<file path="src/rtl/calc_pkg.sv">
// Shared definitions for the keypad calculator sequencer: operator codes,
// FSM state encoding and default sizing.
package calc_pkg;

  localparam int DIGITS_DEF = 3;
  localparam int W_DEF      = 10;

  localparam logic [1:0] OP_ADD = 2'b00;
  localparam logic [1:0] OP_SUB = 2'b01;
  localparam logic [1:0] OP_MUL = 2'b10;
  localparam logic [1:0] OP_DIV = 2'b11;

  typedef enum logic [2:0] {
    ENTER_A = 3'd0,
    OP_WAIT = 3'd1,
    ENTER_B = 3'd2,
    CALC    = 3'd3,
    SHOW    = 3'd4,
    ERR     = 3'd5
  } state_t;

endpackage

</file>
<file path="src/rtl/calc_sequencer_if.sv">
// Bundle between the sequencer (master) and its environment (slave): key
// decoder, ALU and display.
// Handshakes: key_* fields are meaningful only in a cycle with key_valid=1
// (no back-pressure, a key is taken or dropped in that cycle). alu_start is a
// one-cycle request; alu_done is a one-cycle reply, and alu_result/alu_err are
// meaningful only while alu_done=1.
interface calc_sequencer_if #(parameter int W = 10);
  logic         key_valid;
  logic         key_num;
  logic         key_op;
  logic         key_c;
  logic         key_equ;
  logic [3:0]   key_digit;
  logic [1:0]   key_operator;
  logic         alu_start;
  logic [1:0]   alu_op;
  logic [W-1:0] operand_a;
  logic [W-1:0] operand_b;
  logic         alu_done;
  logic [W-1:0] alu_result;
  logic         alu_err;
  logic [W-1:0] disp_value;
  logic         error;
  logic         busy;

  modport master (
    input  key_valid, key_num, key_op, key_c, key_equ, key_digit, key_operator,
    input  alu_done, alu_result, alu_err,
    output alu_start, alu_op, operand_a, operand_b, disp_value, error, busy
  );

  modport slave (
    output key_valid, key_num, key_op, key_c, key_equ, key_digit, key_operator,
    output alu_done, alu_result, alu_err,
    input  alu_start, alu_op, operand_a, operand_b, disp_value, error, busy
  );
endinterface

</file>
<file path="src/rtl/calc_digit_acc.sv">
// Decimal operand builder: computes the next operand value for a digit key and
// owns the digit counter (saturation and leading-zero handling).
module calc_digit_acc #(
  parameter int DIGITS = 3,
  parameter int W      = 10
) (
  input  logic         clk,
  input  logic         reset,
  input  logic         clr_cnt,
  input  logic         load,
  input  logic         append,
  input  logic [3:0]   digit,
  input  logic [W-1:0] cur,
  output logic [W-1:0] nxt
);
  localparam int CW = $clog2(DIGITS + 1);

  logic [CW-1:0] count;
  logic          room;

  assign room = (count < CW'(DIGITS));

  // With fewer than DIGITS significant digits, cur*10+d stays below 10^DIGITS.
  always_comb begin
    nxt = cur;
    if (load)
      nxt = W'(digit);
    else if (append && room)
      nxt = W'(32'(cur) * 32'd10 + 32'(digit));
  end

  always_ff @(posedge clk) begin
    if (reset || clr_cnt)
      count <= '0;
    else if (load)
      count <= CW'(digit != 4'd0);
    else if (append && room && !(cur == '0 && digit == 4'd0))
      count <= count + CW'(1);
  end
endmodule

</file>
<file path="src/rtl/calc_sequencer.sv">
// Calculator control FSM: builds operands A/B from digit keys, runs one ALU
// start/done transaction on "=", and routes result or error to the display.
module calc_sequencer
  import calc_pkg::*;
#(
  parameter int DIGITS = DIGITS_DEF,
  parameter int W      = W_DEF
) (
  input  logic              clk,
  input  logic              reset,
  calc_sequencer_if.master  bus,
  output state_t            state_dbg
);
  state_t       state, state_n;
  logic [W-1:0] a_q, a_n, b_q, b_n, disp_q, disp_n;
  logic [1:0]   op_q, op_n;
  logic         start_q, start_n, err_q, err_n, busy_q;
  logic         key_ok, sel_b, ld, ap, clr;
  logic [W-1:0] acc_cur, acc_nxt;

  assign key_ok = bus.key_valid
               && $onehot({bus.key_num, bus.key_op, bus.key_c, bus.key_equ})
               && !(bus.key_num && bus.key_digit > 4'd9);

  // One accumulator serves both operands; B is being built in OP_WAIT/ENTER_B.
  assign sel_b   = (state == OP_WAIT) || (state == ENTER_B);
  assign acc_cur = sel_b ? b_q : a_q;
  assign ap  = key_ok && bus.key_num && (state == ENTER_A || state == ENTER_B);
  assign ld  = key_ok && bus.key_num && (state == OP_WAIT || state == SHOW);
  assign clr = key_ok && (state != CALC)
            && (bus.key_c || (bus.key_op && (state == ENTER_A || state == SHOW)));

  calc_digit_acc #(.DIGITS(DIGITS), .W(W)) u_acc (
    .clk(clk), .reset(reset), .clr_cnt(clr), .load(ld), .append(ap),
    .digit(bus.key_digit), .cur(acc_cur), .nxt(acc_nxt)
  );

  always_comb begin
    state_n = state;
    a_n     = a_q;
    b_n     = b_q;
    op_n    = op_q;
    start_n = 1'b0;
    disp_n  = disp_q;
    err_n   = err_q;
    if (state == CALC) begin
      // A done coinciding with the start pulse cannot be a reply to it.
      if (bus.alu_done && !start_q) begin
        if (bus.alu_err) begin
          err_n   = 1'b1;
          disp_n  = '0;
          state_n = ERR;
        end else begin
          a_n     = bus.alu_result;
          disp_n  = bus.alu_result;
          state_n = SHOW;
        end
      end
    end else if (key_ok && bus.key_c) begin
      a_n     = '0;
      b_n     = '0;
      err_n   = 1'b0;
      disp_n  = '0;
      state_n = ENTER_A;
    end else if (key_ok) begin
      unique case (state)
        ENTER_A: begin
          if (bus.key_num) begin
            a_n    = acc_nxt;
            disp_n = acc_nxt;
          end else if (bus.key_op) begin
            op_n    = bus.key_operator;
            state_n = OP_WAIT;
          end
        end
        OP_WAIT: begin
          if (bus.key_num) begin
            b_n     = acc_nxt;
            disp_n  = acc_nxt;
            state_n = ENTER_B;
          end else if (bus.key_op) begin
            op_n = bus.key_operator;
          end
        end
        ENTER_B: begin
          if (bus.key_num) begin
            b_n    = acc_nxt;
            disp_n = acc_nxt;
          end else if (bus.key_equ) begin
            start_n = 1'b1;
            state_n = CALC;
          end
        end
        SHOW: begin
          if (bus.key_num) begin
            a_n     = acc_nxt;
            disp_n  = acc_nxt;
            state_n = ENTER_A;
          end else if (bus.key_op) begin
            op_n    = bus.key_operator;
            state_n = OP_WAIT;
          end
        end
        default: ;
      endcase
    end
  end

  always_ff @(posedge clk) begin
    if (reset) begin
      state   <= ENTER_A;
      a_q     <= '0;
      b_q     <= '0;
      op_q    <= OP_ADD;
      start_q <= 1'b0;
      disp_q  <= '0;
      err_q   <= 1'b0;
      busy_q  <= 1'b0;
    end else begin
      state   <= state_n;
      a_q     <= a_n;
      b_q     <= b_n;
      op_q    <= op_n;
      start_q <= start_n;
      disp_q  <= disp_n;
      err_q   <= err_n;
      busy_q  <= (state_n == CALC);
    end
  end

  assign bus.alu_start  = start_q;
  assign bus.alu_op     = op_q;
  assign bus.operand_a  = a_q;
  assign bus.operand_b  = b_q;
  assign bus.disp_value = disp_q;
  assign bus.error      = err_q;
  assign bus.busy       = busy_q;
  assign state_dbg      = state;
endmodule
</file>
<file path="src/flat_wrapper.sv">
// flat-port wrapper written by rule: the top's interface ports become plain ports
module calc_sequencer_flat import calc_pkg::*;
#(
  parameter int DIGITS = DIGITS_DEF,
  parameter int W      = W_DEF
)
  (clk, reset, state_dbg, bus_key_valid, bus_key_num, bus_key_op, bus_key_c, bus_key_equ, bus_key_digit, bus_key_operator, bus_alu_done, bus_alu_result, bus_alu_err, bus_alu_start, bus_alu_op, bus_operand_a, bus_operand_b, bus_disp_value, bus_error, bus_busy);
  calc_sequencer_if #(.W(W)) bus_i ();
  input  logic clk;
  input  logic reset;
  output state_t state_dbg;
  input wire logic [$bits(bus_i.key_valid)-1:0] bus_key_valid;
  input wire logic [$bits(bus_i.key_num)-1:0] bus_key_num;
  input wire logic [$bits(bus_i.key_op)-1:0] bus_key_op;
  input wire logic [$bits(bus_i.key_c)-1:0] bus_key_c;
  input wire logic [$bits(bus_i.key_equ)-1:0] bus_key_equ;
  input wire logic [$bits(bus_i.key_digit)-1:0] bus_key_digit;
  input wire logic [$bits(bus_i.key_operator)-1:0] bus_key_operator;
  input wire logic [$bits(bus_i.alu_done)-1:0] bus_alu_done;
  input wire logic [$bits(bus_i.alu_result)-1:0] bus_alu_result;
  input wire logic [$bits(bus_i.alu_err)-1:0] bus_alu_err;
  output wire logic [$bits(bus_i.alu_start)-1:0] bus_alu_start;
  output wire logic [$bits(bus_i.alu_op)-1:0] bus_alu_op;
  output wire logic [$bits(bus_i.operand_a)-1:0] bus_operand_a;
  output wire logic [$bits(bus_i.operand_b)-1:0] bus_operand_b;
  output wire logic [$bits(bus_i.disp_value)-1:0] bus_disp_value;
  output wire logic [$bits(bus_i.error)-1:0] bus_error;
  output wire logic [$bits(bus_i.busy)-1:0] bus_busy;
  assign bus_i.key_valid = bus_key_valid;
  assign bus_i.key_num = bus_key_num;
  assign bus_i.key_op = bus_key_op;
  assign bus_i.key_c = bus_key_c;
  assign bus_i.key_equ = bus_key_equ;
  assign bus_i.key_digit = bus_key_digit;
  assign bus_i.key_operator = bus_key_operator;
  assign bus_i.alu_done = bus_alu_done;
  assign bus_i.alu_result = bus_alu_result;
  assign bus_i.alu_err = bus_alu_err;
  assign bus_alu_start = bus_i.alu_start;
  assign bus_alu_op = bus_i.alu_op;
  assign bus_operand_a = bus_i.operand_a;
  assign bus_operand_b = bus_i.operand_b;
  assign bus_disp_value = bus_i.disp_value;
  assign bus_error = bus_i.error;
  assign bus_busy = bus_i.busy;
  calc_sequencer #(.DIGITS(DIGITS), .W(W)) u_core (.clk(clk), .reset(reset), .bus(bus_i), .state_dbg(state_dbg));
endmodule
</file>
<file path="config.mk">
export PLATFORM = sky130hd
export DESIGN_NAME = calc_sequencer_flat
export DESIGN_NICKNAME = d
export VERILOG_FILES = /design/src/rtl/calc_pkg.sv /design/src/rtl/calc_sequencer_if.sv /design/src/rtl/calc_digit_acc.sv /design/src/rtl/calc_sequencer.sv /design/src/flat_wrapper.sv
export SDC_FILE = /design/constraint.sdc
export NUM_CORES = 1
export LEC_CHECK = 0
export BUFFER_PORTS_ARGS = -buffer_cell sky130_fd_sc_hd__buf_2
export CELL_PAD_IN_SITES_DETAIL_PLACEMENT = 0
export CELL_PAD_IN_SITES_GLOBAL_PLACEMENT = 1
export CORE_MARGIN = 1.5
export CORE_UTILIZATION = 43
export CTS_BUF_LIST = sky130_fd_sc_hd__clkbuf_8 sky130_fd_sc_hd__clkbuf_16
export CTS_CLUSTER_SIZE = 28
export DETAILED_ROUTE_END_ITERATION = 10
export PLACE_DENSITY_LB_ADDON = 0.05
export SLEW_MARGIN = 25
export SYNTH_ARGS = -nofsm -noshare
export SYNTH_HDL_FRONTEND = slang
export SYNTH_SLANG_ARGS = --single-unit
</file>
<file path="constraint.sdc">
create_clock -name clk -period 10 [get_ports clk]
set_input_delay 1 -clock clk [delete_from_list [all_inputs] [get_ports clk]]
set_output_delay 1 -clock clk [all_outputs]
set_load 0.1 [all_outputs]
</file>
Word-level counts from Yosys, hierarchy flattened
Index checks and enable logic that the tools add are counted.
{"block": "totals", "regBits": 40, "inputBits": 25, "elab_cells": 118, "out_inout_bits": 38}
{"block": "op_classes", "bitwise": 5, "reduce_logical": 47, "n_lt_le_gt_ge": 2, "mul": 1, "addsub": 5, "muxes": 38, "eq_ne": 10}
{"operator": "$mux W10", "n": 19}
{"operator": "$mux W3", "n": 10}
{"operator": "$logic_and A1 B1 Y1", "n": 14}
{"operator": "$pmux W3 S4", "n": 1}
{"operator": "$reduce_bool A3 Y1", "n": 4}
{"operator": "$add A10 B4 Y10", "n": 1}
{"operator": "$logic_not A10 Y1", "n": 1}
{"operator": "$mul A10 B3 Y9 const B", "n": 1}
{"operator": "$reduce_bool A2 Y1", "n": 5}
{"operator": "$eq A3 B2 Y1 const B", "n": 3}
{"operator": "$mux W1", "n": 8}
{"operator": "$reduce_and A4 Y1", "n": 2}
{"operator": "$eq A3 B1 Y1 const B", "n": 2}
{"operator": "$logic_or A1 B1 Y1", "n": 6}
{"operator": "$ne A2 B2 Y1 const B", "n": 3}
{"operator": "$reduce_and A6 Y1", "n": 1}
{"operator": "$reduce_or A2 Y1", "n": 3}
{"operator": "$reduce_or A6 Y1", "n": 1}
{"operator": "$not A1 Y1", "n": 5}
{"operator": "$reduce_and A5 Y1", "n": 1}
{"operator": "$add A1 B1 Y2", "n": 2}
{"operator": "$gt A4 B4 Y1 const B", "n": 1}
{"operator": "$logic_not A4 Y1", "n": 1}
{"operator": "$reduce_bool A4 Y1", "n": 1}
{"operator": "other kinds (10)", "n": 12}

Depth between registers and ports, before layout
{"block": "depth", "ltp_word": 15, "ltp_mapped": 15, "ltp_nobuf": 14}

By module
A second synthesis with hierarchy kept.
{"block": "hier_totals", "hier_cells": 339, "area_unflattened_um2": 3000.4}
{"module": "calc_sequencer", "cells_per_inst": 249, "area_per_inst_um2": 2268.4, "instances": 1, "seq_area_each_um2": 760.7}
{"module": "calc_digit_acc", "cells_per_inst": 90, "area_per_inst_um2": 732.0, "instances": 1, "seq_area_each_um2": 40.0}

Worst setup path after synthesis
Ideal clock, no wire load.
{"block": "synth_timing", "path_kind": "register to register", "from": "reg u_core.state[1] (netlist: u_core.state_dbg[1])", "to": "reg u_core.a_q[9] (netlist: u_core.bus.operand_a[9])", "path_slack_ns": 6.035, "setup_ns": 0.091, "required_ns": 9.909, "stages_incl_launch_ff": 16, "synth_period_minus_slack_ns": 3.965, "path_buffers": 1, "arrival_time_ns": 3.874, "cell_sequence": "dfxtp_1 > xnor2_1 > nor2_2 > buf_6 > mux2i_1 > inv_1 > ha_1 > ha_1 > fa_1 > a21o_1 > a21oi_1 > xnor2_1 > nand3_1 > xnor2_1 > o211ai_1 > a311oi_1"}
{"block": "synth_between", "elab_chain_cells": 12, "elab_cells_between_ends": 28, "cone_classes": "1 x add/sub; 1 x mul; 6 x eq/ne; 8 x mux; 12 x reduce/logical"}
{"element": "start, declared", "line_no": "calc_sequencer.sv:14", "rtl": "state_t state, state_n;"}
{"element": "start signal, assigned", "line_no": "calc_sequencer.sv:120", "rtl": "state <= state_n;"}
{"element": "$eq A3 B1 Y1 / $eq A3 B2 Y1 (equally long branches)", "line_no": "calc_sequencer.sv:26, calc_sequencer.sv:29, calc_sequencer.sv:28"}
{"element": "$logic_or A1 B1 Y1", "line_no": "calc_sequencer.sv:26", "rtl": "assign sel_b = (state == OP_WAIT) || (state == ENTER_B);"}
{"element": "$mux W10", "line_no": "calc_sequencer.sv:27", "rtl": "assign acc_cur = sel_b ? b_q : a_q;"}
{"element": "$mul A10 B3 Y9", "line_no": "calc_digit_acc.sv:29", "rtl": "nxt = W'(32'(cur) * 32'd10 + 32'(digit));"}
{"element": "$add A10 B4 Y10", "line_no": "calc_digit_acc.sv:29"}
{"element": "$mux W10", "line_no": "calc_digit_acc.sv:28", "rtl": "else if (append && room)"}
{"element": "$mux W10", "line_no": "calc_digit_acc.sv:26", "rtl": "if (load)"}
{"element": "$mux W10", "line_no": "calc_sequencer.sv:68, calc_sequencer.sv:95"}
{"element": "$mux W10"}
{"element": "$mux W10", "line_no": "calc_sequencer.sv:65", "rtl": "end else if (key_ok) begin"}
{"element": "$mux W10", "line_no": "calc_sequencer.sv:59", "rtl": "end else if (key_ok && bus.key_c) begin"}
{"element": "$mux W10", "line_no": "calc_sequencer.sv:46", "rtl": "if (state == CALC) begin"}
{"element": "end signal, assigned", "line_no": "calc_sequencer.sv:121", "rtl": "a_q <= a_n;"}
{"element": "end, declared", "line_no": "calc_sequencer.sv:15", "rtl": "logic [W-1:0] a_q, a_n, b_q, b_n, disp_q, disp_n;"}
Several ways; a longest one is shown, not always the timed one. The select of a mux whose other input is x is not followed.
A chain may end at the register's enable or synchronous reset.

Worst setup path in the final report
{"block": "layout_timing", "from": "in bus_key_c", "to": "reg u_core.a_q[5] (netlist: u_core.bus.operand_a[5])"}
{"block": "layout_between", "elab_chain_cells": 15, "elab_cells_between_ends": 21, "cone_classes": "2 x add/sub; 1 x eq/ne; 7 x mux; 11 x reduce/logical"}
{"element": "start, declared", "line_no": "flat_wrapper.sv:15", "rtl": "input wire logic [$bits(bus_i.key_c)-1:0] bus_key_c;"}
{"element": "$add A1 B1 Y2 (implied by the code)", "line_no": "calc_sequencer.sv:22", "rtl": "&& $onehot({bus.key_num, bus.key_op, bus.key_c, bus.key_equ})"}
{"element": "$add A3 B3 Y3 (implied by the code)", "line_no": "calc_sequencer.sv:22"}
{"element": "$eq A3 B1 Y1", "line_no": "calc_sequencer.sv:22"}
{"element": "$logic_and A1 B1 Y1", "line_no": "calc_sequencer.sv:22"}
{"element": "$logic_and A1 B1 Y1", "line_no": "calc_sequencer.sv:23", "rtl": "&& !(bus.key_num && bus.key_digit > 4'd9);"}
{"element": "$logic_and A1 B1 Y1", "line_no": "calc_sequencer.sv:28, calc_sequencer.sv:29"}
{"element": "$logic_and A1 B1 Y1", "line_no": "calc_sequencer.sv:28", "rtl": "assign ap = key_ok && bus.key_num && (state == ENTER_A || state == ENTER_B);"}
{"element": "$logic_and A1 B1 Y1", "line_no": "calc_digit_acc.sv:28"}
{"element": "$mux W10", "line_no": "calc_digit_acc.sv:28"}
{"element": "$mux W10", "line_no": "calc_digit_acc.sv:26"}
{"element": "$mux W10", "line_no": "calc_sequencer.sv:68, calc_sequencer.sv:95"}
{"element": "$mux W10"}
{"element": "$mux W10", "line_no": "calc_sequencer.sv:65"}
{"element": "$mux W10", "line_no": "calc_sequencer.sv:59"}
{"element": "$mux W10", "line_no": "calc_sequencer.sv:46"}
Several ways; a longest one is shown, not always the timed one. The select of a mux whose other input is x is not followed.

==> results.md <==
- The met3 track demand over resource is 3.28%.
- The global route total overflow is 0.
- The minimum period implied by the final worst setup slack is 4.26 ns.
- Data on the critical path arrives at its endpoint at 4.40 ns.
- The H-tree generated during clock tree synthesis spans 2 levels.
- The width of the die is 83.0 um.
- The fraction of layout instances using a drive strength above 1 is 22.8%.
- The library cell used most frequently in the layout, excluding fill and tap cells, is sky130_fd_sc_hd__buf_2.
- The effective utilization at floorplan is 45.4%.
- The average footprint of a synthesized cell is 8.12 sq um.
- The synthesis-to-layout area growth is 15.1%.
- The commonest register cell after synthesis is sky130_fd_sc_hd__dfxtp_1.
- The met1 track utilization from global routing is 26.9%.
- The final layout contains 433 nets.
- The synthesis-stage register bit count is 40.
- TritonCTS built the clock tree.
- The largest individual stage delay along the critical path comes from the cell sky130_fd_sc_hd__a31oi_1.
- In this run the tool buffered the top-level ports with 62 buffer cells.
- The total track usage is 21.1%.
- Buffers inserted during clock tree synthesis total 5.
- The share of the synthesized area in the top cell type is 29.1%.
- The remaining routing DRC violations is 0.
- The boundary pin count is 63.
- The async set-reset flop share out of synthesis is 0%.
- Clock latency on the worst-skew pair, taken at its later pin, is 0.29 ns.
- The worst-case clock skew is 0.00377 ns.
- The placed wire-length estimate after detailed placement is 5610 um.
- The cts-stage hold buffer count is 0.
- The cell area power density is 142 nW/um^2.
- The busiest metal layer after global routing is met2.
- The die area is 6890 sq um.
- For this block, the routed nets add up to 7290 um of wire.
- The worst setup path is of the in2reg kind.
- The analysis attributes to cell leakage a power of 1.41 nW.
- The total negative slack is 0 ns.
- The transition time at the pin with the least slew margin is 0.931 ns.
- The final number of max-transition violations came to 0.
- In this run the cell area of the synthesized design comes to 2750 sq um.
- The initialized floorplan defines 28 standard-cell rows.
- The sort of element at the start of the critical path is an input pin.
- The met2 layer usage reported by global route is 37.4%.
- The number of buffers between clock root and the deepest sink is 2.
- Gates resized during post-CTS repair numbered 0.
- The number of warnings issued by yosys is 0.
- The floorplan die height is 83.0 um.
- Clock tree synthesis found a total of 40 sinks.
- Across all register-to-register paths, the minimum setup slack is 5.76 ns.
- The count of buffers added by post-CTS timing repair for setup is 0.
- The maximum operating frequency is 235 MHz.
- Setup repair after global routing left no endpoint under its margin.
- The first global-routing pass estimated 12100 um of wire.
- The critical path goes through buf_2 -> ha_1 -> ha_1 -> inv_1 -> fa_1 -> nand4_1 -> a31oi_1 -> nand2_1 -> o22ai_2 -> inv_1 -> a221oi_1 -> nor3_1.
- In this run, the number of DRC markers left after iteration 0 of detailed routing was 158.
- At the end of routability-driven placement, the weighted congestion stood at 0.823.
- Of the synthesized area, sequential elements account for 29.1%.
- Fill cells in the final layout number 631.
- The number of library cell types mapped by synthesis is 54.
- The largest single stage delay on the critical path is 0.73 ns.
- STA classifies the critical path endpoint as a register.
- Of the available clock period, the critical path in the final layout requires 42.6%.
- The largest total area in the synthesized netlist belongs to sky130_fd_sc_hd__dfxtp_1.
- The region available for standard cell placement spans 6060 sq um.
- The worst pin sits at a relative slew slack of 37.6%.
- The via count of the routed design is 2608.
- The post-route worst hold slack is 0.474 ns.
- The run finished with clean final reports.
- The synthesized instance count is 339.
- In this run the remaining antenna-violating nets after routing total 0.
- The final-report hold violation count was 0.
- The tree is rooted in a sky130_fd_sc_hd__clkbuf_8.
- The class of the tightest hold or removal check is reg2reg.
- Data on the critical path is required at its endpoint by 10.14 ns.
- Setup violations remaining at the end of the flow were counted as 0.
- The critical-path maximum fanout is 19.
- The post-detailed-route via-to-cell ratio is 5.60.
- The library cells used most frequently in the layout, excluding fill and tap cells, are 62 x sky130_fd_sc_hd__buf_2, 46 x sky130_fd_sc_hd__nor2_1, 40 x sky130_fd_sc_hd__dfxtp_1.
- The number of max-capacitance violations reported is 0.
- The pre-antenna-repair detailed-routing pass consisted of 4 iterations.
- The number of global-route vias before repair was 2512.
- The number of antenna diodes is 0.
- Across the VDD grid, the largest voltage drop is 0.0811 mV.
- The number of nets handed over by synthesis was 382.
- The routed wire length per instance is 15.6 um.
- The clock transition at the register clock pins on the worst setup and hold paths after CTS is 0.08 ns.
- The number of enable-type register cells in the synthesized netlist is 0.
- In the post-synthesis netlist, the biggest area contributors are sky130_fd_sc_hd__dfxtp_1 29%, sky130_fd_sc_hd__ha_1 6.8%, sky130_fd_sc_hd__nor2_1 6.3%, sky130_fd_sc_hd__nand2_1 4.9%, sky130_fd_sc_hd__xnor2_1 4.8%.
- Entering global routing, the biggest net connects 40 pins.
- The number of antenna violations at the first check in global routing is 0.
registers in the layout, indices dropped and copies added (netlist names):
register and count:
u_core.bus.operand_a 10, u_core.bus.alu_start 1, u_core.bus.disp_value 10, u_core.bus.alu_op 2, u_core.bus.error 1, u_core.bus.busy 1
u_core.state_dbg 3, u_core.u_acc.count 2, u_core.bus.operand_b 10
report_power, final:
part | switching, mW | internal [mW] | leakage (nW)
sequential | 0.00629 | 0.167 | 0.324
clock | 0.0570 | 0.0731 | 0.0593
combinational | 0.107 | 0.0399 | 1.03
total | 0.170 | 0.280 | 1.41
area by class of cell:
cell class,count,area (sq um),area share (%)
Clock buffer,5,68.8,2.17
Clock inverter,3,38.8,1.22
Inverter,12,45.0,1.42
Multi-Input combinational cell,268,1800,56.9
Sequential cell,40,801,25.3
Tap cell,75,93.8,2.96
Timing Repair Buffer,63,318,10.0
per-stage QoR:
stage	power (mW)	worst slack [ns]	instances	area (sq um)	utilization, %
detailed placement	0.324	5.47	458	3060	50.5
floorplan	0.294	6.03	339	2750	-
global route	0.472	5.34	466	3170	52.3
CTS	0.455	5.75	466	3170	52.3
global placement	0.323	5.63	458	3060	50.5
finish	0.450	5.74	466	3170	52.3
critical path: cells and delay by family:
family / cells / cell delay [ns]
compound gates: 3 / 1.61
buf+inv: 3 / 0.35
fa+ha+maj: 3 / 0.93
simple gates: 3 / 0.50
layer usage:
metal / wire length (um) / share of wire (%)
met1: 3330 / 46
met2: 3620 / 50
met3: 252 / 3.5
met4: 85 / 1.2
met5: 0 / 0
Yosys cell counts (3+ instances only):
cell and number:
sky130_fd_sc_hd__xor2_1 4, sky130_fd_sc_hd__a21o_1 4, sky130_fd_sc_hd__mux2i_1 12, sky130_fd_sc_hd__a22oi_1 8
sky130_fd_sc_hd__buf_6 3, sky130_fd_sc_hd__nand2b_1 5, sky130_fd_sc_hd__nor2b_1 3, sky130_fd_sc_hd__clkbuf_1 11
sky130_fd_sc_hd__inv_1 11, sky130_fd_sc_hd__a311oi_1 12, sky130_fd_sc_hd__a21oi_1 21, sky130_fd_sc_hd__a211oi_1 5
sky130_fd_sc_hd__mux2_2 4, sky130_fd_sc_hd__dfxtp_1 40, sky130_fd_sc_hd__nor2_1 46, sky130_fd_sc_hd__and2_1 4
sky130_fd_sc_hd__o211ai_1 3, sky130_fd_sc_hd__buf_2 4, sky130_fd_sc_hd__nor3_1 9, sky130_fd_sc_hd__nand3_1 6
sky130_fd_sc_hd__ha_1 15, sky130_fd_sc_hd__nand2_1 36, sky130_fd_sc_hd__a31oi_1 3, sky130_fd_sc_hd__fa_1 3
sky130_fd_sc_hd__o21ai_0 12, sky130_fd_sc_hd__xnor2_1 15, sky130_fd_sc_hd__or3_1 3, sky130_fd_sc_hd__nor2_2 3
path summary, 6_finish.rpt:
kind	cells after the start	startpoint	endpoint
max	12	bus_key_c	u_core.bus.operand_a[5]
min	2	u_core.bus.operand_b[9]	u_core.bus.operand_b[9]
max reg2reg	13	u_core.state_dbg[1]	u_core.bus.disp_value[8]
min reg2reg	2	u_core.bus.operand_b[9]	u_core.bus.operand_b[9]
cell families (layout without fill, tap and decap cells):
group	count (synthesis)	after routing	share of synthesized area (%)
xor+xnor	19	19	6.05
simple gates	130	130	22.1
flops	40	40	29.1
compound gates	83	83	21.3
buf+inv	31	83	5.37
fa+ha+maj	18	18	9.00
mux	18	18	7.00
Note: power is estimated with default switching activity, not from simulation.
